$ cat src/rtl/line_xfer_engine.sv
// Cache-line transfer sequencer: optional victim write-back, then optional four-word fill into the cache.
// One word issue per cycle when its bank is free and memory is not stalled; done pulses after the last fill return.
module line_xfer_engine #(
   parameter int DATA_W  = 16,
   parameter int TAG_W   = 5,
   parameter int INDEX_W = 8,
   parameter int RD_LAT  = 2
) (
   input  logic                     clk,
   input  logic                     rst,
   input  logic                     start,
   input  logic                     do_wb,
   input  logic                     do_fill,
   input  logic [INDEX_W-1:0]       index,
   input  logic [TAG_W-1:0]         wb_tag,
   input  logic [TAG_W-1:0]         fill_tag,
   input  logic [DATA_W-1:0]        cache_data_out,
   output logic [1:0]               cache_offset,
   output logic [DATA_W-1:0]        cache_data_in,
   output logic                     cache_wr,
   output logic [TAG_W+INDEX_W+2:0] mem_addr,
   output logic [DATA_W-1:0]        mem_data_in,
   output logic                     mem_wr,
   output logic                     mem_rd,
   input  logic [DATA_W-1:0]        mem_data_out,
   input  logic [3:0]               mem_busy,
   input  logic                     mem_stall,
   input  logic                     mem_err,
   output logic                     xfer_busy,
   output logic                     done,
   output logic                     err
);

   typedef enum logic [2:0] {
      S_IDLE,
      S_WB,
      S_FILL_ISSUE,
      S_DRAIN,
      S_DONE,
      S_ERR
   } state_t;

   state_t state, state_nxt;

   logic [1:0]               k;
   logic [INDEX_W-1:0]       index_q;
   logic [TAG_W-1:0]         wb_tag_q;
   logic [TAG_W-1:0]         fill_tag_q;
   logic                     do_fill_q;

   logic [RD_LAT-1:0]        pipe_vld;
   logic [RD_LAT-1:0][1:0]   pipe_off;
   logic [RD_LAT-1:0]        pipe_live;

   logic start_ok;
   logic issue_ok;
   logic wb_issue;
   logic rd_issue;
   logic err_abort;
   logic ret_vld;
   logic [1:0] ret_off;
   logic pipe_pend;

   assign start_ok  = (state == S_IDLE) && start;
   assign issue_ok  = !mem_stall && !mem_busy[k];
   assign wb_issue  = (state == S_WB) && issue_ok;
   assign rd_issue  = (state == S_FILL_ISSUE) && issue_ok;
   assign err_abort = mem_err && (state inside {S_WB, S_FILL_ISSUE, S_DRAIN});
   assign ret_vld   = pipe_vld[RD_LAT-1];
   assign ret_off   = pipe_off[RD_LAT-1];

   // Entries still in flight after the one maturing this cycle; DRAIN leaves once none remain.
   always_comb begin
      pipe_live = pipe_vld;
      pipe_live[RD_LAT-1] = 1'b0;
      pipe_pend = |pipe_live;
   end

   always_ff @(posedge clk or posedge rst) begin
      if (rst) begin
         state <= S_IDLE;
      end else begin
         state <= state_nxt;
      end
   end

   always_comb begin
      state_nxt = state;
      unique case (state)
         S_IDLE: begin
            if (start) begin
               if (do_wb)        state_nxt = S_WB;
               else if (do_fill) state_nxt = S_FILL_ISSUE;
               else              state_nxt = S_DONE;
            end
         end
         S_WB: begin
            if (wb_issue && (k == 2'd3)) state_nxt = do_fill_q ? S_FILL_ISSUE : S_DONE;
         end
         S_FILL_ISSUE: begin
            if (rd_issue && (k == 2'd3)) state_nxt = S_DRAIN;
         end
         S_DRAIN: begin
            if (!pipe_pend) state_nxt = S_DONE;
         end
         S_DONE:  state_nxt = S_IDLE;
         S_ERR:   state_nxt = S_IDLE;
         default: state_nxt = S_IDLE;
      endcase
      if (err_abort) state_nxt = S_ERR;
   end

   always_comb begin
      cache_offset  = 2'd0;
      cache_data_in = '0;
      cache_wr      = ret_vld;
      mem_addr      = '0;
      mem_data_in   = '0;
      mem_wr        = 1'b0;
      mem_rd        = 1'b0;
      xfer_busy     = (state != S_IDLE);
      done          = 1'b0;
      err           = 1'b0;
      unique case (state)
         S_WB: begin
            cache_offset = k;
            mem_addr     = {wb_tag_q, index_q, k, 1'b0};
            mem_data_in  = cache_data_out;
            mem_wr       = issue_ok;
         end
         S_FILL_ISSUE: begin
            mem_addr = {fill_tag_q, index_q, k, 1'b0};
            mem_rd   = issue_ok;
         end
         S_DONE: begin
            done = 1'b1;
         end
         S_ERR: begin
            done = 1'b1;
            err  = 1'b1;
         end
         default: begin
         end
      endcase
      // A maturing return owns the cache port, even while later reads are still issuing.
      if (ret_vld) begin
         cache_offset  = ret_off;
         cache_data_in = mem_data_out;
      end
   end

   always_ff @(posedge clk or posedge rst) begin
      if (rst) begin
         k          <= 2'd0;
         index_q    <= '0;
         wb_tag_q   <= '0;
         fill_tag_q <= '0;
         do_fill_q  <= 1'b0;
      end else if (start_ok) begin
         k          <= 2'd0;
         index_q    <= index;
         wb_tag_q   <= wb_tag;
         fill_tag_q <= fill_tag;
         do_fill_q  <= do_fill;
      end else if (wb_issue || rd_issue) begin
         k <= k + 2'd1;
      end
   end

   always_ff @(posedge clk or posedge rst) begin
      if (rst) begin
         pipe_vld <= '0;
         pipe_off <= '0;
      end else if (err_abort) begin
         pipe_vld <= '0;
      end else begin
         for (int i = RD_LAT - 1; i > 0; i--) begin
            pipe_vld[i] <= pipe_vld[i-1];
            pipe_off[i] <= pipe_off[i-1];
         end
         pipe_vld[0] <= rd_issue;
         pipe_off[0] <= k;
      end
   end

endmodule

$ cat config.mk
export PLATFORM = sky130hd
export DESIGN_NAME = line_xfer_engine
export DESIGN_NICKNAME = d
export VERILOG_FILES = /design/src/rtl/line_xfer_engine.sv
export SDC_FILE = /design/constraint.sdc
export NUM_CORES = 1
export LEC_CHECK = 0
export ABC_AREA = 1
export CORE_ASPECT_RATIO = 1.1
export CORE_MARGIN = 1
export CORE_UTILIZATION = 41
export CTS_BUF_LIST = sky130_fd_sc_hd__clkbuf_4
export DETAILED_ROUTE_END_ITERATION = 6
export GPL_TIMING_DRIVEN = 0
export PLACE_DENSITY = 0.89
export SYNTH_ARGS = -nofsm -noshare
export SYNTH_HDL_FRONTEND = slang
export SYNTH_SLANG_ARGS = --single-unit
$ cat constraint.sdc
create_clock -name clk -period 4.1 [get_ports clk]
set_input_delay 1.23 -clock clk [delete_from_list [all_inputs] [get_ports clk]]
set_output_delay 1.23 -clock clk [all_outputs]
set_load 0.02 [all_outputs]
[Word level (Yosys, flattened, before mapping)]
Index checks and enable logic that the tools add are counted.
Word-level totals
  flip-flop bits (word level): 30
  word-level logic and storage cells: 60
Operators by class
  $add $sub $neg: 1
  $lt $le $gt $ge: 1
  eq/ne operators: 10
  multiplexer cells: 23
  reductions and logical operators: 16
Operators with widths (number)
  two-way mux 16 bit: 2
  one-hot mux 16 bit (2 select lines): 1
  two-way mux 3 bit: 8
  one-hot mux 3 bit (4 select lines): 1
  two-way mux 2 bit: 5
  logical AND 1 bit: 7
  equality test 3 x 2 -> 1 bit (second input constant): 2
  equality test 3 bit (second input constant): 2
  != test 3 x 2 -> 1 bit (second input constant): 2
  != test 3 bit (second input constant): 2
  nonzero test 3 bit: 2
  two-way mux 1 bit: 5
  AND reduction 4 bit: 1
  equality test 3 x 1 -> 1 bit (second input constant): 1
  logical NOT 3 bit: 1
  < comparator 2 x 3 -> 1 bit (second input constant): 1
  adder 2 x 1 -> 2 bit (second input constant): 1
  binary-select mux 1 bit (select 2 bit): 1
  equality test 2 bit (second input constant): 1
  logical NOT 1 bit: 2
  nonzero test 2 bit: 1
  OR reduction 2 bit: 1
  logical OR 1 bit: 1

[Longest topological paths before layout]
Gate-level depths: netlist (run 1).
  depth after elaboration: 9
  depth in mapped cells: 10
  depth with buffers taken out: 10

[Worst setup path after synthesis (run 1)]
Ideal clock, no wire load.
  path kind: in2out
  from: input port mem_busy[1]
  to: output port mem_wr
  arrival time: 1785 ps
  data required time: 2870 ps
  path slack: 1085 ps
  cell stages on the path: 5
  cells stage by stage: nand2_1 nand3_1 nand2_1 nand2_1 nor2_1
Between the ends
  cells in the longest elaborated chain, start to end: 5
Ends and longest elaborated chain
  from (decl): RTL line 26  | input logic [3:0] mem_busy,
  binary-select mux 1 bit (select 2 bit): RTL line 65  | assign issue_ok = !mem_stall && !mem_busy[k];
  two-way mux 1 bit (not written as such): RTL line 65
  logical NOT 1 bit: RTL line 65
  logical AND 1 bit: RTL line 65
  two-way mux 1 bit: RTL line 124  | unique case (state)
  to (decl): RTL line 23  | output logic mem_wr,
No other way between the ends. The select of a mux whose other input is x is not followed.

[Final worst setup path (run 1)]
  from: input port mem_busy[1]
  to: output port mem_rd
Between the ends
  cells in the longest elaborated chain, start to end: 5
Ends and longest elaborated chain
  binary-select mux 1 bit (select 2 bit): RTL line 65
  two-way mux 1 bit (not written as such): RTL line 65
  logical NOT 1 bit: RTL line 65
  logical AND 1 bit: RTL line 65
  two-way mux 1 bit: RTL line 124
  to (decl): RTL line 24  | output logic mem_rd,
No other way between the ends. The select of a mux whose other input is x is not followed.

==> metrics.md, run 1 <==
| Metric | Value |
|---|---|
| Status | `finished clean` |
| Via count | `1947` |
| DR WL/cell | `11.60 um` |
| Synth Register Bits | `30` |
| Clock share of power | `12.5%` |
| DRC | `0` |
| Core area | `4317 sq um` |
| CTS Buffer Depth | `2` |
| Filler instances | `328` |
| Synth warnings | `0` |
| Crit path kind | `input pin to output pin` |
| # Max-Cap Violations | `0` |
| Fmax | `253.5 MHz` |
| Max transition margin | `28.03%` |
| Row Count | `25` |
| Synth cell types | `26` |
| # diodes | `0` |
| CTS root buf | `clkbuf_4` |
| Nets | `435` |
| Share of layout cells above drive strength 1 | `9.358%` |
| CTS Buf Count | `5` |
| # setup viols final | `0` |
| Largest net degree at the start of global routing | `31` |
| Commonest non-fill, non-tap cell in the layout | `clkdlybuf4s50_1` |
| Mapped Area | `1849 sq um` |
| CTS HTree Levels | `2` |
| Combinational cell fraction of total power | `61.7%` |
| Avg Cell Area, Syn | `7.368 sq um` |
| Power Dens Cells | `608.4 nW/um^2` |
| Total die area | `4783 sq um` |
| Pint | `0.001101 W` |
| Setup WS pre-CTS | `154.2 ps` |
| Routed Antenna Nets | `0` |
| Net Count, Synth | `313` |
| Die height | `72.44 um` |
| Path category of the worst min-delay check | `flip-flop to flip-flop` |
| Gate Count Post-Synth | `251` |
| Final Critical Period | `3945 ps` |
| CP endpoint kind | `output pin` |
| GRT Overall Usage | `21.97%` |
| Clk sinks | `30` |
| Post-CTS setup buffer count | `0` |
| Vias in the first global route | `1869` |
| Starting Density | `42.84%` |
| Area Overhead vs Synth | `70.37%` |
| Switching share of total power | `42.58%` |
| TritonCTS clock tree | `built` |
| Placer Congestion | `0.9062` |
| Register area share after synthesis | `40.60%` |
| Crit path required time | `2870 ps` |
| Hpwl dp | `4.008 mm` |
| TNS Setup | `0 ps` |
| Vias per inst | `4.549` |
| Peak fanout along the critical path | `4` |
| Die Wd | `66.04 um` |
| Post-CTS resize count | `0` |
| Worst-margin pin slew | `1078 ps` |
| Most frequent cells in the layout | `clkdlybuf4s50_1 (115), inv_1 (60), nor2_1 (47)` |
| CTS clk-pin slew, worst paths | `90 ps` |
| Post-CTS Hold Buffers | `0` |
| # port buffers | `115` |
| Critical path startpoint category | `input pin` |
| Total power | `0.001917 W` |
| RSZ-0062 raised after global routing | `false` |
| Total gr overflow | `0` |
| Fin. Hold Viols | `0` |
| WP data arrival | `2710 ps` |
| Max Slew Vio Count | `0` |
| Tcrit/Tclk final | `96.21%` |
| Final setup skew | `8.449 ps` |
| Initial drt markers | `26` |
| Initial antenna violation count | `0` |
| Post-Route WL | `4.964 mm` |
| Worst IR Drop VDD | `0.5555 mV` |
| Worst setup margin | `155.4 ps` |
| First-pass GRT wire length | `7.976 mm` |
| Worst-Skew Late Latency | `340 ps` |
| Io pins | `117` |
| First drt pass iteration count | `4` |
| P_sw | `0.0008162 W` |
| Pleak | `1.626 nW` |
| Seq pwr share | `25.9%` |
==> area by class of cell <==
class	count	area [sq um]	share of cell area, %
Sequential cell	30	750.7	23.83
Inverter	63	236.5	7.506
Clock buffer	5	37.54	1.191
Tap cell	54	67.56	2.145
Buffer	10	86.33	2.740
Clock inverter	3	45.04	1.430
Multi-Input combinational cell	148	775.7	24.62
Timing Repair Buffer	115	1151	36.54
==> power by group through the flow <==
stage | logic, W | registers, W | clock network [W]
after CTS | 0.00119 | 0.000495 | 0.000242
after detailed placement | 0.00118 | 0.000501 | 0
after global routing | 0.00129 | 0.000510 | 0.000256
after floorplan | 0.000734 | 0.000483 | 0
after global placement | 0.00116 | 0.000494 | 0
final | 0.00118 | 0.000496 | 0.000239
==> flip-flops by register name, indices dropped and copies added (netlist names) <==
signal,flops
do_fill_q,1
wb_tag_q,5
pipe_off,2
fill_tag_q,5
k,2
ret_off,2
pipe_vld,2
index_q,8
state,3
==> Yosys cell counts, drive strengths merged <==
cell type	n	area share (%)
dfrtp	30	41
nand4	1	0.34
clkbuf	2	0.41
nor2	50	12
buf	8	4.3
conb	1	0.20
o21ai	13	3.5
nor3	1	0.27
nand2	43	9.5
ha	1	0.68
nand3	14	4.5
mux2	8	5.9
a21oi	11	3.0
o31ai	1	0.41
a21boi	1	0.41
a22o	3	1.4
inv	63	13
==> stage by stage <==
step	utilization, %	cells	instance area, sq um	hold WS (ps)
after detailed placement	71.07	420	3068	472.9
after CTS	72.99	428	3151	497.9
after global placement	71.07	420	3068	461.9
after global routing	72.99	428	3151	529.5
final	72.99	428	3151	499.7
after floorplan	-	251	1849	453.4
==> worst max-delay path, stage by stage <==
cell	delay, ps
clkdlybuf4s50_1	400
nand2_1	60
nand3_1	70
nand2_1	140
nand3_1	100
inv_1	100
clkdlybuf4s50_1	610
==> layer usage <==
layer | part of all wire (%) | GRT usage, %
met5 | 0 | 0
met3 | 11 | 6.761
met1 | 37 | 22.14
met4 | 2.1 | 8.747
met2 | 50 | 41.27
==> logic make-up (layout without fill, tap and decap cells) <==
kind of cell	count (synthesis)	in the layout	synth area share, %
compound gates	29	29	8.728
mux	8	8	5.886
flops	30	30	40.60
other cells	1	1	0.2028
buf+inv	73	196	17.46
fa+ha+maj	1	1	0.6765
simple gates	109	109	26.45
==> worst paths after layout <==
path	start	endpoint	slack [ps]	cells past startpoint
max in group asynchronous	rst	pipe_off[0]	2000	2
worst min-delay path	pipe_off[1]	ret_off[1]	500	2
worst min register to register	pipe_off[1]	ret_off[1]	500	2
worst max register to register	state[2]	fill_tag_q[4]	2710	4
min in group asynchronous	rst	state[2]	1450	2
worst max-delay path	mem_busy[1]	mem_rd	160	7
Power figures use the tool's default switching activity.
==> run 2: changes to the inputs <==
SETUP_SLACK_MARGIN = 0.5   (was not set)
==> metrics.md, run 2 (synthesis results as in run 1) <==
| Metric | Value |
|---|---|
| Path category of the worst min-delay check | `flip-flop to flip-flop (unchanged)` |
| Most flops, register | `index_q (unchanged)` |
| Post-Route WL | `4.978 mm (was 4.964 mm)` |
| Hold WS | `499.7 ps (about the same)` |
| First drt pass iteration count | `4 (unchanged)` |
| Post-CTS setup buffer count | `0 (unchanged)` |
| Status | `finished clean (unchanged)` |
| Max FFs per register | `8 (unchanged)` |
| Initial drt markers | `32 (was 26)` |
| Routed Antenna Nets | `0 (unchanged)` |
| GRT Overall Usage | `22.00% (was 21.97%)` |
| Vias in the first global route | `1866 (was 1869)` |
| WP data arrival | `2250 ps (was 2710 ps)` |
| Commonest non-fill, non-tap cell in the layout | `clkdlybuf4s50_1 (unchanged)` |
| Fin. Hold Viols | `0 (unchanged)` |
| # diodes | `0 (unchanged)` |
| Multi-input gate area | `778.2 sq um (was 775.7 sq um)` |
| TritonCTS clock tree | `built (unchanged)` |
| Max transition margin | `28.03% (unchanged)` |
| Crit path kind | `input pin to output pin (unchanged)` |
| Core area | `4317 sq um (unchanged)` |
| Worst stage delay on the critical path | `400 ps (was 610 ps)` |
| Critical path startpoint category | `input pin (unchanged)` |
| Row Count | `25 (unchanged)` |
| # port buffers | `115 (unchanged)` |
| CTS clk-pin slew, worst paths | `90 ps (about the same)` |
| Area Overhead vs Synth | `67.79% (was 70.37%)` |
| CTS root buf | `clkbuf_4 (unchanged)` |
| Final setup skew | `8.452 ps (was 8.449 ps)` |
| Pleak | `1.772 nW (was 1.626 nW)` |
| Total die area | `4783 sq um (unchanged)` |
| Fmax | `287.4 MHz (was 253.5 MHz)` |
| CTS HTree Levels | `2 (unchanged)` |
| Tcrit/Tclk final | `84.85% (was 96.21%)` |
| Nets | `435 (unchanged)` |
| Io pins | `117 (unchanged)` |
| Power Dens Cells | `605.7 nW/um^2 (was 608.4 nW/um^2)` |
| # Max-Cap Violations | `0 (unchanged)` |
| Die height | `72.44 um (unchanged)` |
| Layout Utilization | `71.88% (was 72.99%)` |
| Via count | `1947 (unchanged)` |
| Vias per inst | `4.549 (unchanged)` |
| Worst IR Drop VDD | `0.5552 mV (was 0.5555 mV)` |
| Hpwl dp | `4.008 mm (unchanged)` |
| Hold_sp | `pipe_off[1] (unchanged)` |
| Flop2flop setup slack | `2710 ps (about the same)` |
| First-pass GRT wire length | `7.983 mm (was 7.976 mm)` |
| Max Slew Vio Count | `0 (unchanged)` |
| Crit path required time | `2870 ps (about the same)` |
| CP endpoint kind | `output pin (unchanged)` |
| CTS Buf Count | `5 (unchanged)` |
| Filler instances | `345 (was 328)` |
| DR WL/cell | `11.63 um (was 11.60 um)` |
| Final Critical Period | `3479 ps (was 3945 ps)` |
| Buffer and inverter count on the worst path | `3 (unchanged)` |
| RSZ-0062 raised after global routing | `false (unchanged)` |
| Crit path launch | `mem_busy[1] (unchanged)` |
| Worst-Skew Late Latency | `340 ps (about the same)` |
| CP delay by family, top | `buffers and inverters (unchanged)` |
| FF/Latch Area | `750.7 sq um (unchanged)` |
| Placer Congestion | `0.9062 (unchanged)` |
| Die Wd | `66.04 um (unchanged)` |
| # setup viols final | `0 (unchanged)` |
| Most frequent cells in the layout | `clkdlybuf4s50_1 (81), inv_1 (60), nor2_1 (47) (was clkdlybuf4s50_1 (115), inv_1 (60), nor2_1 (47))` |
| TNS Setup | `0 ps (unchanged)` |
| Share of layout cells above drive strength 1 | `10.16% (was 9.358%)` |
| Crit-path cells | `clkdlybuf4s50_1 > nand2_1 > nand3_1 > nand2_2 > nand3_1 > inv_1 > clkbuf_2 (was clkdlybuf4s50_1 > nand2_1 > nand3_1 > nand2_1 > nand3_1 > inv_1 > clkdlybuf4s50_1)` |
| Total gr overflow | `0 (unchanged)` |
| Worst-margin pin slew | `1078 ps (unchanged)` |
| Biggest regs | `index_q: 8 flops, fill_tag_q: 5 flops, wb_tag_q: 5 flops (unchanged)` |
| CTS Buffer Depth | `2 (unchanged)` |
| DRC | `0 (unchanged)` |
| Clk sinks | `30 (unchanged)` |
| R2R Path Start | `state[2] (unchanged)` |
| Total power | `0.001880 W (was 0.001917 W)` |
| Peak fanout along the critical path | `4 (unchanged)` |
| Initial antenna violation count | `0 (unchanged)` |
| Most used cell, CP | `nand3_1` |
| Largest net degree at the start of global routing | `31 (unchanged)` |
| Worst path slowest cell | `clkdlybuf4s50_1 (unchanged)` |
| Starting Density | `42.84% (unchanged)` |
run 2: final timing paths:
check,end,depth (start not counted)
max,mem_rd,7
min,ret_off[1],2
max reg2reg,fill_tag_q[4],4
min reg2reg,ret_off[1],2
max in group asynchronous,pipe_off[0],2
min in group asynchronous,state[2],2
run 2: layer usage:
metal	share of wire (%)	GRT usage, %	vias up
met5	0	0	-
met4	2.1	8.747	0
met3	11	6.918	11
met2	50	41.27	88
met1	37	22.14	854
li1	-	-	994
run 2: cell type report:
class,instances,share of cell area (%)
Buffer,10,2.782
Multi-Input combinational cell,148,25.08
Sequential cell,30,24.19
Clock inverter,3,1.452
Timing Repair Buffer,115,35.48
Inverter,63,7.621
Clock buffer,5,1.210
Tap cell,54,2.177
run 2: worst min-delay path: cells and delay by family (launching register included):
family / cells / cell delay, ps
simple gates: 1 / 50
flops: 1 / 360
compound gates: 1 / 60
run 2: repair_timing:
| item | 4_1_cts | 5_1_grt |
|---|---|---|
| hold buffers | 0 | 0 |
| endpoints found under the setup margin | 34 | 2 |
| gates resized for setup | 36 | 4 |
run 2: stage by stage:
stage          area (sq um)  setup slack [ps]  instances
3_5_place_dp           3068             154.2        420
3_3_place_gp           3068             161.3        420
2_1_floorplan          1849              1085        251
5_1_grt                3103             535.2        428
6_report               3103             621.1        428
4_1_cts                3110             427.6        428
run 2: where the power goes:
part,switching (W),internal [W]
combinational,0.000632,0.000513
clock,0.000112,0.000128
sequential,0.0000723,0.000423
total,0.000816,0.00106
==> run 3: changes to the inputs <==
CORE_UTILIZATION = 34   (was 41)
PLACE_DENSITY = 0.78   (was 0.89)
clock period = 3 ns   (was 4.1 ns; I/O delays follow)
==> metrics.md, run 3 (synthesis results as in run 1) <==
| Metric | Value |
|---|---|
| FF/Latch Area | `753.2 sq um (was 750.7 sq um)` |
| Status | `finished clean (unchanged)` |
| Max Slew Vio Count | `0 (unchanged)` |
| Fin. Hold Viols | `0 (unchanged)` |
| Worst IR Drop VDD | `0.5402 mV (was 0.5552 mV)` |
| Core area | `5135 sq um (was 4317 sq um)` |
| CP endpoint kind | `output pin (unchanged)` |
| Hpwl dp | `4.245 mm (was 4.008 mm)` |
| Fmax | `399.1 MHz` |
| Peak fanout along the critical path | `1 (was 4)` |
| First-pass GRT wire length | `8.176 mm (was 7.983 mm)` |
| Io pins | `117 (unchanged)` |
| Total gr overflow | `0 (unchanged)` |
| CTS Buf Count | `5 (unchanged)` |
| DRC | `0 (unchanged)` |
| Row Count | `27 (was 25)` |
| Filler instances | `494 (was 345)` |
| Share of layout cells above drive strength 1 | `31.84% (was 10.16%)` |
| Post-Route WL | `5.430 mm (was 4.978 mm)` |
| # setup viols final | `0 (unchanged)` |
| Die height | `79.35 um (was 72.44 um)` |
| Area Overhead vs Synth | `75.03% (was 67.79%)` |
| Starting Density | `36.01% (was 42.84%)` |
| Final setup skew | `14.11 ps (was 8.452 ps)` |
| Final Instance Area | `3237 sq um (was 3103 sq um)` |
| Worst-Skew Late Latency | `320 ps (was 340 ps)` |
| CTS clk-pin slew, worst paths | `80 ps (was 90 ps)` |
| Via count | `1992 (was 1947)` |
| Placer Congestion | `0.8928 (was 0.9062)` |
| Initial drt markers | `21 (was 32)` |
| Power Dens Cells | `835.1 nW/um^2 (was 605.7 nW/um^2)` |
| Total power | `0.002703 W (was 0.001880 W)` |
| Initial antenna violation count | `7 (was 0)` |
| Crit path required time | `2100 ps (was 2870 ps)` |
| Commonest non-fill, non-tap cell in the layout | `inv_1 (was clkdlybuf4s50_1)` |
| RSZ-0062 raised after global routing | `true (was false)` |
| Largest net degree at the start of global routing | `31 (unchanged)` |
| Layout Utilization | `63.04% (was 71.88%)` |
| CTS HTree Levels | `2 (unchanged)` |
| TritonCTS clock tree | `built (unchanged)` |
| Vias in the first global route | `1859 (was 1866)` |
| Pleak | `1.890 nW (was 1.772 nW)` |
| Die Wd | `72.32 um (was 66.04 um)` |
| DR WL/cell | `11.93 um (was 11.63 um)` |
| Max transition margin | `25.30% (was 28.03%)` |
| Cell Area, Placed | `3090 sq um (was 3068 sq um)` |
| Most flops, register | `index_q (unchanged)` |
| Vias per inst | `4.378 (was 4.549)` |
| # port buffers | `115 (unchanged)` |
| First drt pass iteration count | `4 (unchanged)` |
| Post-CTS Hold Buffers | `0 (unchanged)` |
| Multi-input gate area | `850.8 sq um (was 778.2 sq um)` |
| Critical path startpoint category | `input pin (unchanged)` |
| Max FFs per register | `8 (unchanged)` |
| Biggest regs | `index_q: 8 flops, fill_tag_q: 5 flops, wb_tag_q: 5 flops (unchanged)` |
| Crit path kind | `input pin to output pin (unchanged)` |
| CTS Buffer Depth | `2 (unchanged)` |
| Clk sinks | `30 (unchanged)` |
| Path category of the worst min-delay check | `flip-flop to flip-flop (unchanged)` |
| Worst-margin pin slew | `1119 ps (was 1078 ps)` |
| CTS root buf | `clkbuf_4 (unchanged)` |
| Nets | `441 (was 435)` |
| Total die area | `5738 sq um (was 4783 sq um)` |
| Most frequent cells in the layout | `inv_1 (53), nand2_1 (37), nor2_1 (35) (was clkdlybuf4s50_1 (81), inv_1 (60), nor2_1 (47))` |
| Tcrit/Tclk final | `83.52%` |
| Routed Antenna Nets | `0 (unchanged)` |
| # Max-Cap Violations | `0 (unchanged)` |
| GRT Overall Usage | `18.78% (was 22.00%)` |
| Final Critical Period | `2505 ps` |
| WP data arrival | `1610 ps (was 2250 ps)` |
-- run 3: changes by cell type in the layout (fill, tap and decap cells not counted), sizes merged --
cell / before / now
inv: 63 / 62
clkinvlp: 2 / 1
clkinv: 0 / 2
dlygate4sd2: 32 / 22
bufinv: 1 / 0
clkdlybuf4s50: 81 / 27
dlymetal6s2s: 0 / 11
diode: 0 / 3
buf: 9 / 69
-- run 3: path summary, 6_finish.rpt --
kind,startpoint,end,slack (ps),depth (start not counted)
setup / recovery,cache_data_out[11],mem_data_in[11],490,4
max in group asynchronous,rst,state[2],1100,2
setup reg to reg,state[0],pipe_off[0],1490,7
hold / removal,pipe_off[1],pipe_off[1],490,2
hold reg to reg,pipe_off[1],pipe_off[1],490,2
min in group asynchronous,rst,index_q[3],1160,2
-- run 3: metal layers --
metal	GRT usage, %	share of wire, %	vias up
met2	33.46	48	101
met3	11.80	14	12
met5	0	0.66	-
met1	17.44	36	866
met4	5.686	0.94	6
li1	-	-	1007
-- run 3: per-stage QoR --
step	hold slack, ps	TNS (ps)	worst slack [ps]	cells
final	492.0	0	494.5	455
after global placement	464.2	-527.3	-266.2	438
after floorplan	453.4	0	645.2	251
after global routing	520.5	0	415.0	454
after detailed placement	473.0	-557.9	-282.5	438
after CTS	494.4	0	435.1	448
-- run 3: what timing repair did --
item                                   in CTS  in global routing
setup endpoints to repair                  54                 43
resized for setup                         289                 78
endpoints found under the hold margin       0                  0
buffers inserted                            2                  4
pin swaps                                  22                  3
-- run 3: area by class of cell --
type	instances	share of cell area [%]
diodes	3	0.2319
plain buffers	10	3.131
clock buffers	6	1.392
clock inverters	2	0.2706
inverters	63	7.576
multi-input cells	148	26.29
flip-flops and latches	30	23.27
well taps	72	2.783
repair buffers	121	35.06
-- run 3: worst max-delay path, stage by stage --
cell and delay, ps:
clkdlybuf4s50_1 450, inv_1 30, nor2_1 80, buf_4 140
-- run 3: power breakdown --
part / leakage, nW / total (W) / switching [W] / internal [W]
logic: 1.50 / 0.00178 / 0.000976 / 0.000806
registers: 0.356 / 0.000686 / 0.000104 / 0.000581
clock network: 0.0331 / 0.000236 / 0.000138 / 0.0000970
